`config.mk`:
```
export PLATFORM = sky130hd
export DESIGN_NAME = seg7_hex_counter
export DESIGN_NICKNAME = d
export VERILOG_FILES = /design/src/rtl/seg7_pkg.sv /design/src/rtl/seg7_decode.sv /design/src/rtl/seg7_hex_counter.sv
export SDC_FILE = /design/constraint.sdc
export NUM_CORES = 1
export LEC_CHECK = 0
export ABC_CLOCK_PERIOD_IN_PS = 4400
export CELL_PAD_IN_SITES_DETAIL_PLACEMENT = 1
export CELL_PAD_IN_SITES_GLOBAL_PLACEMENT = 1
export CORE_MARGIN = 3
export CORE_UTILIZATION = 48
export DETAILED_ROUTE_END_ITERATION = 10
export HOLD_SLACK_MARGIN = 0.05
export PLACE_DENSITY_LB_ADDON = 0.1
export REMOVE_ABC_BUFFERS = 1
export SETUP_SLACK_MARGIN = 0.02
export SYNTH_ARGS = -nofsm -noshare
export SYNTH_HDL_FRONTEND = slang
export SYNTH_SLANG_ARGS = --single-unit
```
`constraint.sdc`:
```
create_clock -name clk -period 4.4 [get_ports clk]
set_input_delay 0.88 -clock clk [delete_from_list [all_inputs] [get_ports clk]]
set_output_delay 0.88 -clock clk [all_outputs]
set_load 0.005 [all_outputs]
```
`src/rtl/seg7_pkg.sv`:
```
// seg7_pkg
// Shared definitions for the 7-segment display blocks: the segment word
// type, bit positions of each segment within that word, and the active-low
// glyph patterns for hex digits 0-F plus a blank pattern.
// Bit order of a segment word is g..a (bit 6 = g, bit 0 = a); a 0 lights
// the segment (common-anode display).

package seg7_pkg;

    typedef logic [6:0] seg7_t;

    localparam int SEG_A = 0;
    localparam int SEG_B = 1;
    localparam int SEG_C = 2;
    localparam int SEG_D = 3;
    localparam int SEG_E = 4;
    localparam int SEG_F = 5;
    localparam int SEG_G = 6;

    localparam seg7_t GLYPH_0     = 7'h40;
    localparam seg7_t GLYPH_1     = 7'h79;
    localparam seg7_t GLYPH_2     = 7'h24;
    localparam seg7_t GLYPH_3     = 7'h30;
    localparam seg7_t GLYPH_4     = 7'h19;
    localparam seg7_t GLYPH_5     = 7'h12;
    localparam seg7_t GLYPH_6     = 7'h02;
    localparam seg7_t GLYPH_7     = 7'h78;
    localparam seg7_t GLYPH_8     = 7'h00;
    localparam seg7_t GLYPH_9     = 7'h10;
    localparam seg7_t GLYPH_A     = 7'h08;
    localparam seg7_t GLYPH_B     = 7'h03;
    localparam seg7_t GLYPH_C     = 7'h46;
    localparam seg7_t GLYPH_D     = 7'h21;
    localparam seg7_t GLYPH_E     = 7'h06;
    localparam seg7_t GLYPH_F     = 7'h0E;
    localparam seg7_t GLYPH_BLANK = 7'h7F;

endpackage

```
`src/rtl/seg7_decode.sv`:
```
// seg7_decode
// Purely combinational 4-bit code to active-low 7-segment decoder, reusable
// per digit on multi-digit displays.
// Build option: SEG7_HEX_EN defined -> codes 10-15 show hex glyphs A-F;
// undefined -> codes 10-15 show blank.
// Ports:
//   code  in  4  value to display
//   seg   out 7  active-low segment drives, bit0=a .. bit6=g

module seg7_decode
    import seg7_pkg::*;
(
    input  logic [3:0] code,
    output logic [6:0] seg
);

    seg7_t pattern;

    always_comb begin
        pattern = GLYPH_BLANK;
        case (code)
            4'd0:  pattern = GLYPH_0;
            4'd1:  pattern = GLYPH_1;
            4'd2:  pattern = GLYPH_2;
            4'd3:  pattern = GLYPH_3;
            4'd4:  pattern = GLYPH_4;
            4'd5:  pattern = GLYPH_5;
            4'd6:  pattern = GLYPH_6;
            4'd7:  pattern = GLYPH_7;
            4'd8:  pattern = GLYPH_8;
            4'd9:  pattern = GLYPH_9;
`ifdef SEG7_HEX_EN
            4'd10: pattern = GLYPH_A;
            4'd11: pattern = GLYPH_B;
            4'd12: pattern = GLYPH_C;
            4'd13: pattern = GLYPH_D;
            4'd14: pattern = GLYPH_E;
            4'd15: pattern = GLYPH_F;
`endif
            default: pattern = GLYPH_BLANK;
        endcase
    end

    assign seg = pattern;

endmodule

```
`src/rtl/seg7_hex_counter.sv`:
```
// seg7_hex_counter
// Free-running single-digit counter for a common-anode 7-segment display.
// A 32-bit prescaler counts enabled clocks 0..TICK_MAX; on the terminal
// count the digit advances and tick pulses for the cycle the new digit is
// first visible. Also drives the RGB status LED (green once out of reset).
// Build option: SEG7_HEX_EN defined -> digit counts 0-F; undefined -> 0-9.
// Parameters:
//   TICK_MAX  terminal prescaler value, digit period = TICK_MAX+1 clocks (>=1)
// Ports:
//   clk                  system clock
//   rst                  synchronous active-high reset
//   en                   count enable; low freezes prescaler and digit
//   seg_n                active-low segment drives, bit0=a .. bit6=g
//   digit                current digit value
//   tick                 one-cycle pulse marking a digit update
//   led_r, led_g, led_b  active-low status LED

module seg7_hex_counter
    import seg7_pkg::*;
#(
    parameter logic [31:0] TICK_MAX = 32'h0040_0000
) (
    input  logic       clk,
    input  logic       rst,
    input  logic       en,
    output logic [6:0] seg_n,
    output logic [3:0] digit,
    output logic       tick,
    output logic       led_r,
    output logic       led_g,
    output logic       led_b
);

    logic [31:0] presc;
    logic [3:0]  digit_q;
    logic [3:0]  digit_next;
    logic        tick_q;
    logic        ready_q;

`ifdef SEG7_HEX_EN
    assign digit_next = digit_q + 4'd1;
`else
    assign digit_next = (digit_q == 4'd9) ? 4'd0 : digit_q + 4'd1;
`endif

    // Digit and tick update on the same edge, so tick marks exactly the
    // first cycle the new digit is visible.
    always_ff @(posedge clk) begin
        if (rst) begin
            presc   <= 32'd0;
            digit_q <= 4'd0;
            tick_q  <= 1'b0;
            ready_q <= 1'b0;
        end else begin
            ready_q <= 1'b1;
            tick_q  <= 1'b0;
            if (en) begin
                if (presc == TICK_MAX) begin
                    presc   <= 32'd0;
                    digit_q <= digit_next;
                    tick_q  <= 1'b1;
                end else begin
                    presc <= presc + 32'd1;
                end
            end
        end
    end

    seg7_decode u_decode (
        .code (digit_q),
        .seg  (seg_n)
    );

    assign digit = digit_q;
    assign tick  = tick_q;

    // Only green is ever lit; red and blue stay off.
    assign led_r = 1'b1;
    assign led_g = ~ready_q;
    assign led_b = 1'b1;

endmodule

```
==> results of run 1 <==
==> final cells by class <==
type / instances / area, um^2
multi-input combinational: 193 / 1400
clock buffer: 5 / 68.8
inverter: 16 / 62.6
clock inverter: 3 / 17.5
fill: 600 / 2120
sequential: 45 / 901
timing repair buffer: 17 / 165
tap: 67 / 83.8
==> final timing paths <==
| kind | from | endpoint | slack [ns] | cells after the start |
|---|---|---|---|---|
| max | en | u_decode.seg[0]$_DFF_P_ | 1.08 | 10 |
| min | presc[18]$_SDFFE_PP0P_ | presc[18]$_SDFFE_PP0P_ | 0.54 | 2 |
| min reg2reg | presc[18]$_SDFFE_PP0P_ | presc[18]$_SDFFE_PP0P_ | 0.54 | 2 |
| max reg2reg | presc[0]$_SDFFE_PP0P_ | u_decode.seg[0]$_DFF_P_ | 1.74 | 11 |
==> cells by family (layout without fill, tap and decap cells) <==
| family | Yosys count | in the layout | synth area share |
|---|---|---|---|
| AO/OA/AOI/OAI | 30 | 30 | 0.0975 |
| XOR/XNOR | 29 | 29 | 0.105 |
| adder cells (fa/ha/maj) | 9 | 9 | 0.0464 |
| buffers and inverters | 25 | 41 | 0.0562 |
| flip-flops | 45 | 45 | 0.372 |
| multiplexers | 5 | 5 | 0.0222 |
| other | 1 | 2 | 0.00155 |
| AND/OR/NAND/NOR | 118 | 118 | 0.300 |
==> per-layer routing <==
metal	wire (um)	global-route usage	vias to the layer above
li1	-	-	943
met1	2590	0.254	904
met2	2440	0.322	23
met3	119	0.0423	10
met4	105	0.0641	0
met5	0	0	-
==> synth_stat cells, types with 2 or more instances <==
cell type  instances
mux2i_1            2
nor4_1             3
xor2_1            17
nor4b_2            2
nand2_1           13
nor2_1            39
inv_1             15
or3_1              3
o21ai_0            6
mux2_2             2
dfxtp_1           45
nand3_1           12
clkbuf_1           5
nor2b_1            2
ha_1               9
nor3_2             3
o21a_1             3
buf_4              3
nand4_1           12
and3_1             5
nor4_2             3
a21oi_1            7
nor4_4             2
xnor2_1           12
nor3_1             8
==> tightest hold or removal path, stage by stage (launching register included) <==
cell and delay, ns:
dfxtp_1 0.36, o21ai_0 0.08, a21oi_1 0.06
==> stage by stage <==
stage	utilization	power, mW
floorplan	-	0.437
global placement	0.541	0.448
detailed placement	0.541	0.448
CTS	0.559	0.701
global route	0.559	0.722
finish	0.559	0.691
==> cell usage in the layout, fill, tap and decap left out, drive strengths merged, types with 5 or more instances in the layout <==
| master | synthesis | layout |
|---|---|---|
| and3 | 5 | 5 |
| nand4 | 14 | 14 |
| xnor2 | 12 | 12 |
| dfxtp | 45 | 45 |
| a21oi | 8 | 8 |
| nor2 | 42 | 42 |
| nand3 | 12 | 12 |
| nand2 | 14 | 14 |
| clkdlybuf4s50 | 0 | 15 |
| ha | 9 | 9 |
| nor3 | 11 | 11 |
| xor2 | 17 | 17 |
| nor4 | 8 | 8 |
| o21ai | 7 | 7 |
| inv | 16 | 16 |
| clkbuf | 5 | 5 |
==> registers in the layout (all words and copies together) (netlist names) <==
| signal | flops |
|---|---|
| digit | 4 |
| ready_q | 1 |
| tick | 1 |
| presc | 32 |
| u_decode.seg | 7 |
==> power by group through the flow <==
stage | clock [mW] | sequential (mW) | combinational [mW]
2_1_floorplan | 0 | 0.421 | 0.0164
3_3_place_gp | 0 | 0.421 | 0.0263
3_5_place_dp | 0 | 0.421 | 0.0271
4_1_cts | 0.262 | 0.412 | 0.0272
5_1_grt | 0.280 | 0.412 | 0.0298
6_report | 0.252 | 0.412 | 0.0268
==> results.toml, run 1 <==
[outcome]
status = "finished, final reports clean"

[routing]
drtIter0Drc = 39
vias_per_cell = 5.43
drt_wl_total_mm = 5.26
drtPass1Iterations = 4
drc = 0
ant_nets = 0
wl_per_cell_um = 15.2
via_count = 1880

[pwr]
irDropWorstVdd_v = 0.000154
switching_share = 0.234
comb_power_share = 0.039
p_per_area_nw_per_um2 = 256
p_int_mw = 0.529
seqPwrFrac = 0.596
p_leak_nw = 0.938
power.net_switching_mw = 0.162
p_clk_frac = 0.365

[yosys]
synth_area_leaders = "dfxtp_1, xor2_1, nor2_1, ha_1, xnor2_1"
syn_area_per_cell_um2 = 9.26
ys_seq_area_frac = 0.372
synth_area_um2 = 2420
yosysTopAreaCell = "dfxtp_1"
netlist-cell-type-count = 54
ys_ff_latch = 45
yosys_warnings = 0
yosysTopAreaCellShare = 0.372
synth_ff_type = "dfxtp_1"
synth_edf_count = 0
synth-async-reset-ratio = 0
synthCells = 262

[global_routing]
grt-ovfl-total = 0
grt_pass1_vias = 2004
grt_max_degree = 33
antenna_found_initial = 0
grt_pass1_wl_mm = 9.45
grtUsageTotal = 0.196

[cts]
cts.sinks = 45
cts_resized = 0
cts-hold-fix-buffers = 0
cts_root_buffer = "clkbuf_8"
cts_buffer_depth = 2
clock_latency_ns = 0.29
cts_tree = "yes"
cts.clk_slew.worst_paths_ns = 0.08
cts_made_buffers = 5
postCtsSetupBuffers = 0
cts_max_level = 2

[placement]
portBuffers = 15
dp_slack_ns = 0.815
place_area_um2 = 2610
dp_cells = 338
place_hpwl_mm = 3.92
globalplace.congestion = 0.830

[sta]
worst_pin_slew_ns = 0.535
relSlewSlack = 0.640
finalHoldViolCount = 0
whs_ns = 0.544
finClkSkew_ns = 0.00358
fmax_mhz = 301
fin_crit_ns = 3.32
fin_ws_ns = 1.08
post-route-period-util = 0.755
rsz0062_at_grt = "no"
setup_violations = 0
slew_viol_final = 0
finalSetupTns_ns = 0

[setup_path]
critPathTopFamily = "simple AND/OR/NAND/NOR gates"
endpoint_kind = "flop"
path_buf_inv = 2
cp_max_fo = 8
cp.arrival_ns = 3.57
crit_chain = "clkdlybuf4s50_1 -> nor4b_2 -> nand4_2 -> nor2_4 -> mux2_2 -> inv_1 -> ha_1 -> nor3_1 -> o21ai_0 -> o21a_1"
worst_path_max_delay_cell = "clkdlybuf4s50_1"
slowest_delay_ns = 0.62
start_kind = "input port"
crit_required_ns = 4.64
crit_type = "input port to flop"

[floorplan]
start_util = 0.503
die_w_um = 77.1
fp.dieArea_um2 = 5940
rows = 25
io_pins = 18
die-height_um = 77.1
coreArea_um2 = 4820

[cells_and_area]
synthToLayoutAreaGrowth_pct = 11.1
nets = 290
instances_no_fill = 346
design_area_um2 = 2690
diodes = 0
layout-drive-gt1-share = 0.143

[min_path]
min_path_type = "flop to flop"

[job]
drv_cap = 0
Power figures use the tool's default switching activity.
==> run 2: changes to the inputs <==
--- a/config.mk
+++ b/config.mk
@@ -5,11 +5,11 @@
 export SDC_FILE = /design/constraint.sdc
 export NUM_CORES = 1
 export LEC_CHECK = 0
-export ABC_CLOCK_PERIOD_IN_PS = 4400
+export ABC_CLOCK_PERIOD_IN_PS = 2900
 export CELL_PAD_IN_SITES_DETAIL_PLACEMENT = 1
 export CELL_PAD_IN_SITES_GLOBAL_PLACEMENT = 1
 export CORE_MARGIN = 3
-export CORE_UTILIZATION = 48
+export CORE_UTILIZATION = 40
 export DETAILED_ROUTE_END_ITERATION = 10
 export HOLD_SLACK_MARGIN = 0.05
 export PLACE_DENSITY_LB_ADDON = 0.1
==> constraint.sdc (replaced) <==
create_clock -name clk -period 2.9 [get_ports clk]
set_input_delay 0.58 -clock clk [delete_from_list [all_inputs] [get_ports clk]]
set_output_delay 0.58 -clock clk [all_outputs]
set_load 0.005 [all_outputs]
==> run 2 against run 1 <==
  * Clock skew about the same
  * Hold slack improved by 0.015 ns
  * Combinational power increased by 65%
  * First-iteration DRC count increased by 49%
  * Cell count increased by 2.9%
  * Non-clock buffer count increased by 7
  * Core utilization decreased by 7.6 points
  * Clock power increased by 46%
  * Count of clock-buffer cells in the layout unchanged
  * Final area increased by 1.7%
  * Critical endpoint is now u_decode.seg[3]$_DFF_P_
  * Largest cell class unchanged
  * Largest power group unchanged
==> results.toml, run 2 (synthesis results as in run 1) <==
[setup_path]
cp.arrival_ns = 2.83
cp_max_fo = 5
reg2reg_depth = 11
r2r-start = "presc[0]$_SDFFE_PP0P_"
worst_path_max_delay_cell = "clkdlybuf4s50_1"
crit_required_ns = 3.14
worstReg2RegEnd = "u_decode.seg[3]$_DFF_P_"
crit_chain = "clkdlybuf4s50_1 -> nor4b_2 -> nand4_2 -> nor2_4 -> mux2_2 -> inv_1 -> ha_1 -> nor3_1 -> o21ai_0 -> o21a_1"
start_kind = "input port"
crit_type = "input port to flop"
r2r_slack_ns = 0.37
slowest_delay_ns = 0.48
endpoint_kind = "flop"

[routing]
drc = 0
wl_met2_mm = 2.57
wl_met3_um = 110
wl_per_cell_um = 14.6
drtPass1Iterations = 4
drt-met1-wl_mm = 2.49
drt_wl_total_mm = 5.21
drtIter0Drc = 58
ant_nets = 0
via_count = 1862
vias_per_cell = 5.23
top_layer = "met4"

[cts]
cts.sinks = 45
cts-hold-fix-buffers = 0
cts_buffer_depth = 2
cts_tree = "yes"
cts_root_buffer = "clkbuf_8"
postCtsSetupBuffers = 0
cts_resized = 0
cts_max_level = 2
cts.clk_slew.worst_paths_ns = 0.08
clock_latency_ns = 0.29
cts_made_buffers = 5

[pwr]
irDropWorstVdd_v = 0.000152
p_per_area_nw_per_um2 = 378
p_leak_nw = 0.968

[global_routing]
antenna_found_initial = 0
grt_pass1_wl_mm = 9.41
grt_max_degree = 33
grtUsageTotal = 0.161
grt_pass1_vias = 1943
grt-ovfl-total = 0

[min_path]
hold_end = "presc[18]$_SDFFE_PP0P_"
hp-start = "presc[18]$_SDFFE_PP0P_"
min_path_cells = 2
min_path_type = "flop to flop"

[cells_and_area]
largest_reg_flops = 32
design_area_um2 = 2740
diodes = 0
largest-register = "presc"
synthToLayoutAreaGrowth_pct = 13.0
final_core_util = 0.483
final_common_cell = "dfxtp_1"
fill_cells = 687
layout-drive-gt1-share = 0.158
nets = 297
mostFrequentLayoutCells = "dfxtp_1, nor2_1, xor2_1, inv_1, clkdlybuf4s50_1"

[floorplan]
io_pins = 18
coreArea_um2 = 5680
die_w_um = 83.9
fp.dieArea_um2 = 7030
rows = 27
die-height_um = 83.9
start_util = 0.427

[sta]
slew_viol_final = 0
post-route-period-util = 0.892
fin_crit_ns = 2.59
rsz0062_at_grt = "no"
finalHoldViolCount = 0
setup_violations = 0
whs_ns = 0.558
finClkSkew_ns = 0.00389
fmax_mhz = 387

[placement]
portBuffers = 15
place_hpwl_mm = 3.92
globalplace.congestion = 0.784
place_area_um2 = 2670

[job]
drv_cap = 0

[outcome]
status = "finished, final reports clean"
## run 2: worst max-delay path by stage
stage | slack (ns) | from | depth (start not counted) | to
floorplan | -0.34 | en | 9 | u_decode.seg[3]$_DFF_P_
global placement | 0.12 | en | 10 | u_decode.seg[0]$_DFF_P_
detailed placement | -0.02 | en | 10 | u_decode.seg[3]$_DFF_P_
CTS | 0.28 | en | 10 | u_decode.seg[3]$_DFF_P_
global route | 0.1 | en | 10 | u_decode.seg[0]$_DFF_P_
finish | 0.31 | en | 10 | u_decode.seg[3]$_DFF_P_
## run 2: report_power, final
part	internal (mW)	switching, mW
clock	0.159	0.208
sequential	0.621	0.00389
combinational	0.0185	0.0257
total	0.799	0.238
## run 2: final cells by class
cell class | count | area, um^2 | share of cell area
inverters | 16 | 62.6 | 0.0228
clock buffers | 5 | 68.8 | 0.0251
multi-input cells | 193 | 1400 | 0.509
clock inverters | 1 | 5.00 | 0.00183
flip-flops and latches | 45 | 901 | 0.329
well taps | 72 | 90.1 | 0.0329
repair buffers | 24 | 218 | 0.0795
## run 2: critical path: cells and delay by family
| family | cells | cell delay, ns |
|---|---|---|
| buffers and inverters | 2 | 0.60 |
| adders and majority gates | 1 | 0.16 |
| and+or+nand+nor | 4 | 0.66 |
| muxes | 1 | 0.37 |
| AOI/OAI and AO/OA | 2 | 0.45 |
## run 2: stage by stage
step / power, mW / setup slack, ns / instances / TNS [ns]
6_report: 1.04 / 0.313 / 356 / 0
5_1_grt: 1.08 / 0.100 / 356 / 0
4_1_cts: 1.06 / 0.279 / 356 / 0
3_5_place_dp: 0.685 / -0.0204 / 350 / -0.0310
3_3_place_gp: 0.682 / 0.116 / 350 / 0
2_1_floorplan: 0.663 / -0.336 / 254 / -1.11
## run 2: routing by layer
metal	up-vias	global-route usage
li1	946	-
met1	897	0.213
met2	15	0.273
met3	4	0.0306
met4	0	0.0351
met5	-	0
